===== src/rtl/vmul_lane_sequencer_if.sv =====
// Handshake and data bundle for vmul_lane_sequencer: issue side, multiplier-lane side, writeback side.
// Build-wide width macros fall back to local defaults when the surrounding build does not define them.
`ifndef NUM_THREAD
`define NUM_THREAD 8
`endif
`ifndef XLEN
`define XLEN 32
`endif
`ifndef DEPTH_WARP
`define DEPTH_WARP 3
`endif
`ifndef REGIDX_WIDTH
`define REGIDX_WIDTH 5
`endif
`ifndef REGEXT_WIDTH
`define REGEXT_WIDTH 3
`endif

interface vmul_lane_sequencer_if #(
    parameter int SOFT_THREAD = `NUM_THREAD,
    parameter int HARD_THREAD = 4,
    parameter int XLEN        = `XLEN,
    parameter int WID_W       = `DEPTH_WARP,
    parameter int IDX_W       = `REGIDX_WIDTH + `REGEXT_WIDTH
);
    logic                        in_valid_i;
    logic                        in_ready_o;
    logic [SOFT_THREAD*XLEN-1:0] in1_i;
    logic [SOFT_THREAD*XLEN-1:0] in2_i;
    logic [SOFT_THREAD*XLEN-1:0] in3_i;
    logic [SOFT_THREAD-1:0]      mask_i;
    logic [5:0]                  ctrl_alu_fn_i;
    logic                        ctrl_reverse_i;
    logic [WID_W-1:0]            ctrl_wid_i;
    logic [IDX_W-1:0]            ctrl_reg_idxw_i;
    logic                        ctrl_wvd_i;
    logic                        ctrl_wxd_i;

    logic                        mul_valid_o;
    logic                        mul_ready_i;
    logic [HARD_THREAD*XLEN-1:0] mul_in1_o;
    logic [HARD_THREAD*XLEN-1:0] mul_in2_o;
    logic [HARD_THREAD*XLEN-1:0] mul_in3_o;
    logic [HARD_THREAD-1:0]      mul_mask_o;
    logic [5:0]                  mul_alu_fn_o;
    logic                        mul_res_valid_i;
    logic                        mul_res_ready_o;
    logic [HARD_THREAD*XLEN-1:0] mul_res_i;

    logic                        out_valid_o;
    logic                        out_ready_i;
    logic [SOFT_THREAD*XLEN-1:0] out_data_o;
    logic [SOFT_THREAD-1:0]      out_mask_o;
    logic [WID_W-1:0]            out_wid_o;
    logic [IDX_W-1:0]            out_reg_idxw_o;
    logic                        out_wvd_o;
    logic                        out_wxd_o;

    modport slave (
        input  in_valid_i, in1_i, in2_i, in3_i, mask_i, ctrl_alu_fn_i, ctrl_reverse_i,
               ctrl_wid_i, ctrl_reg_idxw_i, ctrl_wvd_i, ctrl_wxd_i,
               mul_ready_i, mul_res_valid_i, mul_res_i, out_ready_i,
        output in_ready_o, mul_valid_o, mul_in1_o, mul_in2_o, mul_in3_o, mul_mask_o,
               mul_alu_fn_o, mul_res_ready_o, out_valid_o, out_data_o, out_mask_o,
               out_wid_o, out_reg_idxw_o, out_wvd_o, out_wxd_o
    );

    modport master (
        output in_valid_i, in1_i, in2_i, in3_i, mask_i, ctrl_alu_fn_i, ctrl_reverse_i,
               ctrl_wid_i, ctrl_reg_idxw_i, ctrl_wvd_i, ctrl_wxd_i,
               mul_ready_i, mul_res_valid_i, mul_res_i, out_ready_i,
        input  in_ready_o, mul_valid_o, mul_in1_o, mul_in2_o, mul_in3_o, mul_mask_o,
               mul_alu_fn_o, mul_res_ready_o, out_valid_o, out_data_o, out_mask_o,
               out_wid_o, out_reg_idxw_o, out_wvd_o, out_wxd_o
    );
endinterface


===== src/rtl/vmul_lane_sequencer.sv =====
// Splits one SOFT_THREAD-wide multiply into HARD_THREAD-wide beats and reassembles the writeback.
// Optional VMUL_SEQ_MASK_SKIP_EN: beats whose mask slice is all zero are skipped on issue and collect.
`ifndef NUM_THREAD
`define NUM_THREAD 8
`endif
`ifndef XLEN
`define XLEN 32
`endif
`ifndef DEPTH_WARP
`define DEPTH_WARP 3
`endif
`ifndef REGIDX_WIDTH
`define REGIDX_WIDTH 5
`endif
`ifndef REGEXT_WIDTH
`define REGEXT_WIDTH 3
`endif

module vmul_lane_sequencer #(
    parameter int SOFT_THREAD = `NUM_THREAD,
    parameter int HARD_THREAD = 4,
    parameter int XLEN        = `XLEN,
    parameter int WID_W       = `DEPTH_WARP,
    parameter int IDX_W       = `REGIDX_WIDTH + `REGEXT_WIDTH
) (
    input  logic                 clk,
    input  logic                 rst,
    vmul_lane_sequencer_if.slave bus
);
    localparam int BEATS  = SOFT_THREAD / HARD_THREAD;
    localparam int CNT_W  = $clog2(BEATS + 1);
    localparam int BEAT_W = HARD_THREAD * XLEN;
    localparam logic [CNT_W-1:0] BEATS_C = CNT_W'(BEATS);

    typedef enum logic [1:0] {S_IDLE, S_BUSY, S_DONE} state_t;

    state_t                      r_state;
    logic [CNT_W-1:0]            r_iss;
    logic [CNT_W-1:0]            r_col;
    logic [SOFT_THREAD*XLEN-1:0] r_in1;
    logic [SOFT_THREAD*XLEN-1:0] r_in2;
    logic [SOFT_THREAD*XLEN-1:0] r_in3;
    logic [SOFT_THREAD*XLEN-1:0] r_res;
    logic [SOFT_THREAD-1:0]      r_mask;
    logic [5:0]                  r_fn;
    logic [WID_W-1:0]            r_wid;
    logic [IDX_W-1:0]            r_idx;
    logic                        r_wvd;
    logic                        r_wxd;

    logic [BEATS-1:0]  w_act_in;
    logic [BEATS-1:0]  w_act_cap;
    logic [CNT_W-1:0]  w_first;
    logic [CNT_W-1:0]  w_iss_next;
    logic [CNT_W-1:0]  w_col_next;
    logic              w_iss_fire;
    logic              w_col_fire;
    logic [BEAT_W-1:0] w_beat_in1;
    logic [BEAT_W-1:0] w_beat_in2;
    logic [BEAT_W-1:0] w_beat_in3;
    logic [HARD_THREAD-1:0] w_beat_mask;

    // Smallest active beat index at or after start; BEATS when none remain.
    function automatic logic [CNT_W-1:0] next_beat(input logic [CNT_W-1:0] start,
                                                   input logic [BEATS-1:0] act);
        next_beat = BEATS_C;
        for (int b = BEATS - 1; b >= 0; b--)
            if ((CNT_W'(b) >= start) && act[b])
                next_beat = CNT_W'(b);
    endfunction

    always_comb begin
        w_act_in  = '1;
        w_act_cap = '1;
`ifdef VMUL_SEQ_MASK_SKIP_EN
        for (int b = 0; b < BEATS; b++) begin
            w_act_in[b]  = |bus.mask_i[b*HARD_THREAD +: HARD_THREAD];
            w_act_cap[b] = |r_mask[b*HARD_THREAD +: HARD_THREAD];
        end
`else
`endif
    end

    assign w_first    = next_beat('0, w_act_in);
    assign w_iss_next = next_beat(r_iss + 1'b1, w_act_cap);
    assign w_col_next = next_beat(r_col + 1'b1, w_act_cap);
    assign w_iss_fire = bus.mul_valid_o & bus.mul_ready_i;
    assign w_col_fire = bus.mul_res_valid_i & bus.mul_res_ready_o;

    always_comb begin
        w_beat_in1  = '0;
        w_beat_in2  = '0;
        w_beat_in3  = '0;
        w_beat_mask = '0;
        for (int b = 0; b < BEATS; b++)
            if (r_iss == CNT_W'(b)) begin
                w_beat_in1  = r_in1[b*BEAT_W +: BEAT_W];
                w_beat_in2  = r_in2[b*BEAT_W +: BEAT_W];
                w_beat_in3  = r_in3[b*BEAT_W +: BEAT_W];
                w_beat_mask = r_mask[b*HARD_THREAD +: HARD_THREAD];
            end
    end

    always_ff @(posedge clk or posedge rst) begin
        if (rst) begin
            r_state <= S_IDLE;
            r_iss   <= '0;
            r_col   <= '0;
            r_in1   <= '0;
            r_in2   <= '0;
            r_in3   <= '0;
            r_res   <= '0;
            r_mask  <= '0;
            r_fn    <= '0;
            r_wid   <= '0;
            r_idx   <= '0;
            r_wvd   <= 1'b0;
            r_wxd   <= 1'b0;
        end else begin
            case (r_state)
                S_IDLE: begin
                    if (bus.in_valid_i) begin
                        r_in1   <= bus.ctrl_reverse_i ? bus.in2_i : bus.in1_i;
                        r_in2   <= bus.ctrl_reverse_i ? bus.in1_i : bus.in2_i;
                        r_in3   <= bus.in3_i;
                        r_mask  <= bus.mask_i;
                        r_fn    <= bus.ctrl_alu_fn_i;
                        r_wid   <= bus.ctrl_wid_i;
                        r_idx   <= bus.ctrl_reg_idxw_i;
                        r_wvd   <= bus.ctrl_wvd_i;
                        r_wxd   <= bus.ctrl_wxd_i;
                        r_res   <= '0;
                        r_iss   <= w_first;
                        r_col   <= w_first;
                        // No active beat at all: nothing to issue, write back zeros directly.
                        r_state <= (w_first == BEATS_C) ? S_DONE : S_BUSY;
                    end
                end
                S_BUSY: begin
                    if (w_iss_fire)
                        r_iss <= w_iss_next;
                    if (w_col_fire) begin
                        for (int b = 0; b < BEATS; b++)
                            if (r_col == CNT_W'(b))
                                r_res[b*BEAT_W +: BEAT_W] <= bus.mul_res_i;
                        r_col <= w_col_next;
                        if (w_col_next == BEATS_C)
                            r_state <= S_DONE;
                    end
                end
                S_DONE: begin
                    if (bus.out_ready_i)
                        r_state <= S_IDLE;
                end
                default: r_state <= S_IDLE;
            endcase
        end
    end

    assign bus.in_ready_o      = (r_state == S_IDLE);
    assign bus.mul_valid_o     = (r_state == S_BUSY) && (r_iss < BEATS_C);
    assign bus.mul_res_ready_o = (r_state == S_BUSY) && (r_col < r_iss);
    assign bus.mul_in1_o       = w_beat_in1;
    assign bus.mul_in2_o       = w_beat_in2;
    assign bus.mul_in3_o       = w_beat_in3;
    assign bus.mul_mask_o      = w_beat_mask;
    assign bus.mul_alu_fn_o    = r_fn;
    assign bus.out_valid_o     = (r_state == S_DONE);
    assign bus.out_data_o      = r_res;
    assign bus.out_mask_o      = r_mask;
    assign bus.out_wid_o       = r_wid;
    assign bus.out_reg_idxw_o  = r_idx;
    assign bus.out_wvd_o       = r_wvd;
    assign bus.out_wxd_o       = r_wxd;
endmodule

===== src/flat_wrapper.sv =====
// flat-port wrapper written by rule: the top's interface ports become plain ports
module vmul_lane_sequencer_flat 
#(
    parameter int SOFT_THREAD = `NUM_THREAD,
    parameter int HARD_THREAD = 4,
    parameter int XLEN        = `XLEN,
    parameter int WID_W       = `DEPTH_WARP,
    parameter int IDX_W       = `REGIDX_WIDTH + `REGEXT_WIDTH
)
  (clk, rst, bus_in_valid_i, bus_in1_i, bus_in2_i, bus_in3_i, bus_mask_i, bus_ctrl_alu_fn_i, bus_ctrl_reverse_i, bus_ctrl_wid_i, bus_ctrl_reg_idxw_i, bus_ctrl_wvd_i, bus_ctrl_wxd_i, bus_mul_ready_i, bus_mul_res_valid_i, bus_mul_res_i, bus_out_ready_i, bus_in_ready_o, bus_mul_valid_o, bus_mul_in1_o, bus_mul_in2_o, bus_mul_in3_o, bus_mul_mask_o, bus_mul_alu_fn_o, bus_mul_res_ready_o, bus_out_valid_o, bus_out_data_o, bus_out_mask_o, bus_out_wid_o, bus_out_reg_idxw_o, bus_out_wvd_o, bus_out_wxd_o);
  vmul_lane_sequencer_if #(.SOFT_THREAD(SOFT_THREAD), .HARD_THREAD(HARD_THREAD), .XLEN(XLEN), .WID_W(WID_W), .IDX_W(IDX_W)) bus_i ();
  input  logic clk;
  input  logic rst;
  input wire logic [$bits(bus_i.in_valid_i)-1:0] bus_in_valid_i;
  input wire logic [$bits(bus_i.in1_i)-1:0] bus_in1_i;
  input wire logic [$bits(bus_i.in2_i)-1:0] bus_in2_i;
  input wire logic [$bits(bus_i.in3_i)-1:0] bus_in3_i;
  input wire logic [$bits(bus_i.mask_i)-1:0] bus_mask_i;
  input wire logic [$bits(bus_i.ctrl_alu_fn_i)-1:0] bus_ctrl_alu_fn_i;
  input wire logic [$bits(bus_i.ctrl_reverse_i)-1:0] bus_ctrl_reverse_i;
  input wire logic [$bits(bus_i.ctrl_wid_i)-1:0] bus_ctrl_wid_i;
  input wire logic [$bits(bus_i.ctrl_reg_idxw_i)-1:0] bus_ctrl_reg_idxw_i;
  input wire logic [$bits(bus_i.ctrl_wvd_i)-1:0] bus_ctrl_wvd_i;
  input wire logic [$bits(bus_i.ctrl_wxd_i)-1:0] bus_ctrl_wxd_i;
  input wire logic [$bits(bus_i.mul_ready_i)-1:0] bus_mul_ready_i;
  input wire logic [$bits(bus_i.mul_res_valid_i)-1:0] bus_mul_res_valid_i;
  input wire logic [$bits(bus_i.mul_res_i)-1:0] bus_mul_res_i;
  input wire logic [$bits(bus_i.out_ready_i)-1:0] bus_out_ready_i;
  output wire logic [$bits(bus_i.in_ready_o)-1:0] bus_in_ready_o;
  output wire logic [$bits(bus_i.mul_valid_o)-1:0] bus_mul_valid_o;
  output wire logic [$bits(bus_i.mul_in1_o)-1:0] bus_mul_in1_o;
  output wire logic [$bits(bus_i.mul_in2_o)-1:0] bus_mul_in2_o;
  output wire logic [$bits(bus_i.mul_in3_o)-1:0] bus_mul_in3_o;
  output wire logic [$bits(bus_i.mul_mask_o)-1:0] bus_mul_mask_o;
  output wire logic [$bits(bus_i.mul_alu_fn_o)-1:0] bus_mul_alu_fn_o;
  output wire logic [$bits(bus_i.mul_res_ready_o)-1:0] bus_mul_res_ready_o;
  output wire logic [$bits(bus_i.out_valid_o)-1:0] bus_out_valid_o;
  output wire logic [$bits(bus_i.out_data_o)-1:0] bus_out_data_o;
  output wire logic [$bits(bus_i.out_mask_o)-1:0] bus_out_mask_o;
  output wire logic [$bits(bus_i.out_wid_o)-1:0] bus_out_wid_o;
  output wire logic [$bits(bus_i.out_reg_idxw_o)-1:0] bus_out_reg_idxw_o;
  output wire logic [$bits(bus_i.out_wvd_o)-1:0] bus_out_wvd_o;
  output wire logic [$bits(bus_i.out_wxd_o)-1:0] bus_out_wxd_o;
  assign bus_i.in_valid_i = bus_in_valid_i;
  assign bus_i.in1_i = bus_in1_i;
  assign bus_i.in2_i = bus_in2_i;
  assign bus_i.in3_i = bus_in3_i;
  assign bus_i.mask_i = bus_mask_i;
  assign bus_i.ctrl_alu_fn_i = bus_ctrl_alu_fn_i;
  assign bus_i.ctrl_reverse_i = bus_ctrl_reverse_i;
  assign bus_i.ctrl_wid_i = bus_ctrl_wid_i;
  assign bus_i.ctrl_reg_idxw_i = bus_ctrl_reg_idxw_i;
  assign bus_i.ctrl_wvd_i = bus_ctrl_wvd_i;
  assign bus_i.ctrl_wxd_i = bus_ctrl_wxd_i;
  assign bus_i.mul_ready_i = bus_mul_ready_i;
  assign bus_i.mul_res_valid_i = bus_mul_res_valid_i;
  assign bus_i.mul_res_i = bus_mul_res_i;
  assign bus_i.out_ready_i = bus_out_ready_i;
  assign bus_in_ready_o = bus_i.in_ready_o;
  assign bus_mul_valid_o = bus_i.mul_valid_o;
  assign bus_mul_in1_o = bus_i.mul_in1_o;
  assign bus_mul_in2_o = bus_i.mul_in2_o;
  assign bus_mul_in3_o = bus_i.mul_in3_o;
  assign bus_mul_mask_o = bus_i.mul_mask_o;
  assign bus_mul_alu_fn_o = bus_i.mul_alu_fn_o;
  assign bus_mul_res_ready_o = bus_i.mul_res_ready_o;
  assign bus_out_valid_o = bus_i.out_valid_o;
  assign bus_out_data_o = bus_i.out_data_o;
  assign bus_out_mask_o = bus_i.out_mask_o;
  assign bus_out_wid_o = bus_i.out_wid_o;
  assign bus_out_reg_idxw_o = bus_i.out_reg_idxw_o;
  assign bus_out_wvd_o = bus_i.out_wvd_o;
  assign bus_out_wxd_o = bus_i.out_wxd_o;
  vmul_lane_sequencer #(.SOFT_THREAD(SOFT_THREAD), .HARD_THREAD(HARD_THREAD), .XLEN(XLEN), .WID_W(WID_W), .IDX_W(IDX_W)) u_core (.clk(clk), .rst(rst), .bus(bus_i));
endmodule

===== config.mk =====
export PLATFORM = sky130hd
export DESIGN_NAME = vmul_lane_sequencer_flat
export DESIGN_NICKNAME = d
export VERILOG_FILES = /design/src/rtl/vmul_lane_sequencer_if.sv /design/src/rtl/vmul_lane_sequencer.sv /design/src/flat_wrapper.sv
export SDC_FILE = /design/constraint.sdc
export NUM_CORES = 2
export LEC_CHECK = 0
export BUFFER_PORTS_ARGS = -buffer_cell sky130_fd_sc_hd__buf_2
export CAP_MARGIN = 5
export CORE_AREA = 2 2 623 625
export CTS_BUF_LIST = sky130_fd_sc_hd__clkbuf_16
export CTS_CLUSTER_DIAMETER = 100
export CTS_CLUSTER_SIZE = 14
export DETAILED_ROUTE_END_ITERATION = 10
export DIE_AREA = 0 0 625 627
export PLACE_DENSITY = 0.3
export SETUP_SLACK_MARGIN = 0.02
export SKIP_CTS_REPAIR_TIMING = 1
export SLEW_MARGIN = 20
export SYNTH_ARGS = -nofsm -noshare
export SYNTH_HDL_FRONTEND = slang
export SYNTH_SLANG_ARGS = --single-unit

===== constraint.sdc =====
create_clock -name clk -period 91.4 [get_ports clk]
set_input_delay 13.71 -clock clk [delete_from_list [all_inputs] [get_ports clk]]
set_output_delay 13.71 -clock clk [all_outputs]
set_load 0.005 [all_outputs]

==> flow_summary.json <==
{
  "finalSetupTns_ns": 0,
  "reg2reg_to": "u_core.r_in2[211]",
  "die_w_um": 625,
  "ys_ff_latch": 1057,
  "grt_setup_unrepaired": "no",
  "worst_slew_pin_slew_ns": 1.12,
  "crit_slowest_cell": "buf_4",
  "power_frac_clock": 0.209,
  "die_area_um2": 392000,
  "slowest_delay_ns": 0.77,
  "wl_um": 309000,
  "stdcell_area_um2": 65500,
  "coreArea_um2": 385000,
  "cap_violations": 0,
  "nets": 7487,
  "via_per_inst": 3.78,
  "fin_ws_ns": 72.69,
  "grt-ovfl-total": 0,
  "peakVddDrop_mv": 0.0225,
  "worstHoldStart": "u_core.bus.out_reg_idxw_o[5]",
  "cpMostUsedCell": "buf_4",
  "drive_above_1_share": 0.275,
  "min_to": "u_core.bus.out_reg_idxw_o[5]",
  "p_seq_frac": 0.403,
  "comb_power_share": 0.388,
  "period_share": 0.205,
  "fmax_ghz": 0.0534,
  "reg2reg_from": "u_core.r_state[1]",
  "avgSynthCellArea_um2": 9.51,
  "clkLatencyLatePin_ns": 0.89,
  "clkTransAtPathRegs_ns": 0.07,
  "vias": 44200,
  "leakage_nw": 34.6,
  "wl_per_cell_um": 26.4,
  "worst-path-max-fanout": 131,
  "powerDensity_nw_per_um2": 31.2,
  "final_core_util": 0.170,
  "min_path_type": "register to register",
  "yosysUniqueCellTypes": 26,
  "cts.sinks": 1057,
  "clk_path_buf_depth": 4,
  "slew_violations": 0,
  "globalplace.congestion": 0.895,
  "start_kind": "register",
  "clock-root-buffer": "clkbuf_16",
  "r2r_cells": 7,
  "cts-buffers-inserted": 101,
  "firstDrtPassIters": 5,
  "syn_nets": 6118,
  "grt_pass1_wl_um": 407000,
  "cp_num_buf_inv": 5,
  "synth_cells": 5182,
  "power.internal_mw": 1.14,
  "area_growth_pct": 33.0,
  "critical_path_class": "register to primary output",
  "drt-initial-drc-count": 2572,
  "h-tree-depth": 3,
  "crit_chain": "inv_1 > ha_4 > nor2b_4 > buf_4 > buf_12 > buf_4 > a22o_1 > buf_2",
  "synth_area_um2": 49300,
  "critPathCaptureType": "primary output",
  "ant_nets": 0,
  "post-route-min-period_ns": 18.71,
  "start_util": 0.128,
  "die_height_um": 627,
  "finalSetupViolations": 0,
  "dp_hpwl_um": 249000,
  "cp_data_required_time_ns": 77.69,
  "cp_data_arrival_time_ns": 5.00,
  "ys_seq_area_frac": 0.537,
  "p_sw_uw": 903,
  "rows": 228,
  "grt_usage": 0.151,
  "postPlaceCellArea_um2": 62500,
  "tritoncts": "built",
  "r2r_slack_ns": 85.39,
  "grt_max_degree": 193,
  "pin_count": 1605,
  "status": "complete, no violations",
  "drc_errors": 0,
  "dp_slack_ns": 72.36,
  "grt_pass1_vias": 44500,
  "yosys_warnings": 0,
  "fillers": 43600,
  "cpLargestDelayFamily": "buffers and inverters",
  "finalClockSkew_ns": 0.110,
  "max_slew_margin": 0.252,
  "port_buffers": 1604,
  "antenna_found_initial": 282,
  "whs_path_depth": 2,
  "p_sw_frac": 0.441,
  "finalHoldViolCount": 0
}
## logic make-up after synthesis
| family | synth area share |
|---|---|
| AND/OR/NAND/NOR | 0.155 |
| adder cells (fa/ha/maj) | 0.00152 |
| flip-flops | 0.537 |
| multiplexers | 0.156 |
| buffers and inverters | 0.0379 |
| AO/OA/AOI/OAI | 0.112 |
## placed cells by master, fill, tap and decap left out, types with 13 or more instances in the layout
cell type,n
mux2i_1,768
buf_4,61
diode_2,56
inv_1,13
o21ai_0,646
clkbuf_16,102
nand2_1,2011
dfrtp_1,1057
a22o_1,255
buf_2,1603
## how the worst max path moves through the flow
stage                               start                         end  slack (ns)  cells after the start
after floorplan                       rst  u_core.bus.mul_alu_fn_o[0]       47.94                      1
after global placement     bus_in_valid_i            u_core.r_in2[79]       72.42                      8
after detailed placement   bus_in_valid_i            u_core.r_in1[78]       72.36                      8
after CTS                 u_core.r_iss[1]           bus_mul_in2_o[70]       72.50                      8
after global routing      u_core.r_iss[1]           bus_mul_in2_o[70]       72.34                      8
final                     u_core.r_iss[1]           bus_mul_in2_o[70]       72.69                      8
## power groups by stage
stage / Sequential (mW) / Clock (mW) / Combinational, mW
after floorplan: 0.762 / 0 / 0.420
after global placement: 0.837 / 0 / 0.809
after detailed placement: 0.833 / 0 / 0.817
after CTS: 0.826 / 0.452 / 0.821
after global routing: 0.847 / 0.465 / 0.886
final: 0.825 / 0.429 / 0.794
## worst min-delay path: stages (launching register included)
cell	delay (ns)
dfrtp_1	0.33
nand2_1	0.05
nand2_1	0.05
## per-layer routing
metal | routed length [um] | vias up | track usage
met5 | 490 | - | 0
met3 | 23000 | 647 | 0.0480
li1 | - | 20100 | -
met4 | 9120 | 78 | 0.0395
met2 | 151000 | 1600 | 0.260
met1 | 126000 | 21700 | 0.180
## layout make-up
class | instances | area (um^2) | share of cell area
clock buffers | 102 | 2550 | 0.0389
well taps | 5060 | 6330 | 0.0966
multi-input cells | 3711 | 21000 | 0.320
repair buffers | 1673 | 8650 | 0.132
flip-flops and latches | 1057 | 26500 | 0.404
diodes | 56 | 140 | 0.00214
inverters | 7 | 33.8 | 0.000515
clock inverters | 35 | 385 | 0.00588
## sequential cells by signal (all words and copies together) (netlist names)
signal                     cells
u_core.bus.mul_alu_fn_o        6
u_core.bus.out_data_o        256
u_core.bus.out_mask_o          8
u_core.bus.out_reg_idxw_o      8
u_core.r_in1                 256
u_core.bus.out_wvd_o           1
u_core.r_col                   2
u_core.r_state                 2
u_core.r_in3                 256
u_core.bus.out_wxd_o           1
u_core.r_in2                 256
u_core.r_iss                   2
u_core.bus.out_wid_o           3
## synthesized netlist by cell type
master	instances	area, um^2
or3b_1	1	8.76
nor3_1	1	5.00
mux2_2	1	11.3
nor2_1	5	18.8
buf_1	15	56.3
o21ai_0	647	3240
nand2_1	2011	7550
nor3b_1	1	7.51
and4bb_2	1	12.5
buf_2	117	586
dfrtp_1	1057	26500
nor2b_1	3	18.8
clkbuf_1	253	950
buf_6	22	248
mux2i_1	768	7690
a311oi_1	1	8.76
o21a_1	1	7.51
nand3_1	1	5.00
ha_1	6	75.1
a41o_1	1	10.0
o211ai_1	3	22.5
a22o_1	255	2230
inv_1	7	26.3
o31ai_1	1	7.51
a211oi_1	1	7.51
nand2b_1	2	12.5
## per-stage QoR
step	hold WS (ns)	power [mW]	instances
floorplan	0.444	1.18	5182
global placement	0.455	1.65	11500
detailed placement	0.462	1.65	11500
CTS	0.476	2.10	11600
global route	0.487	2.20	11700
finish	0.472	2.05	11700
No activity file was read; power rests on OpenSTA's default activity.
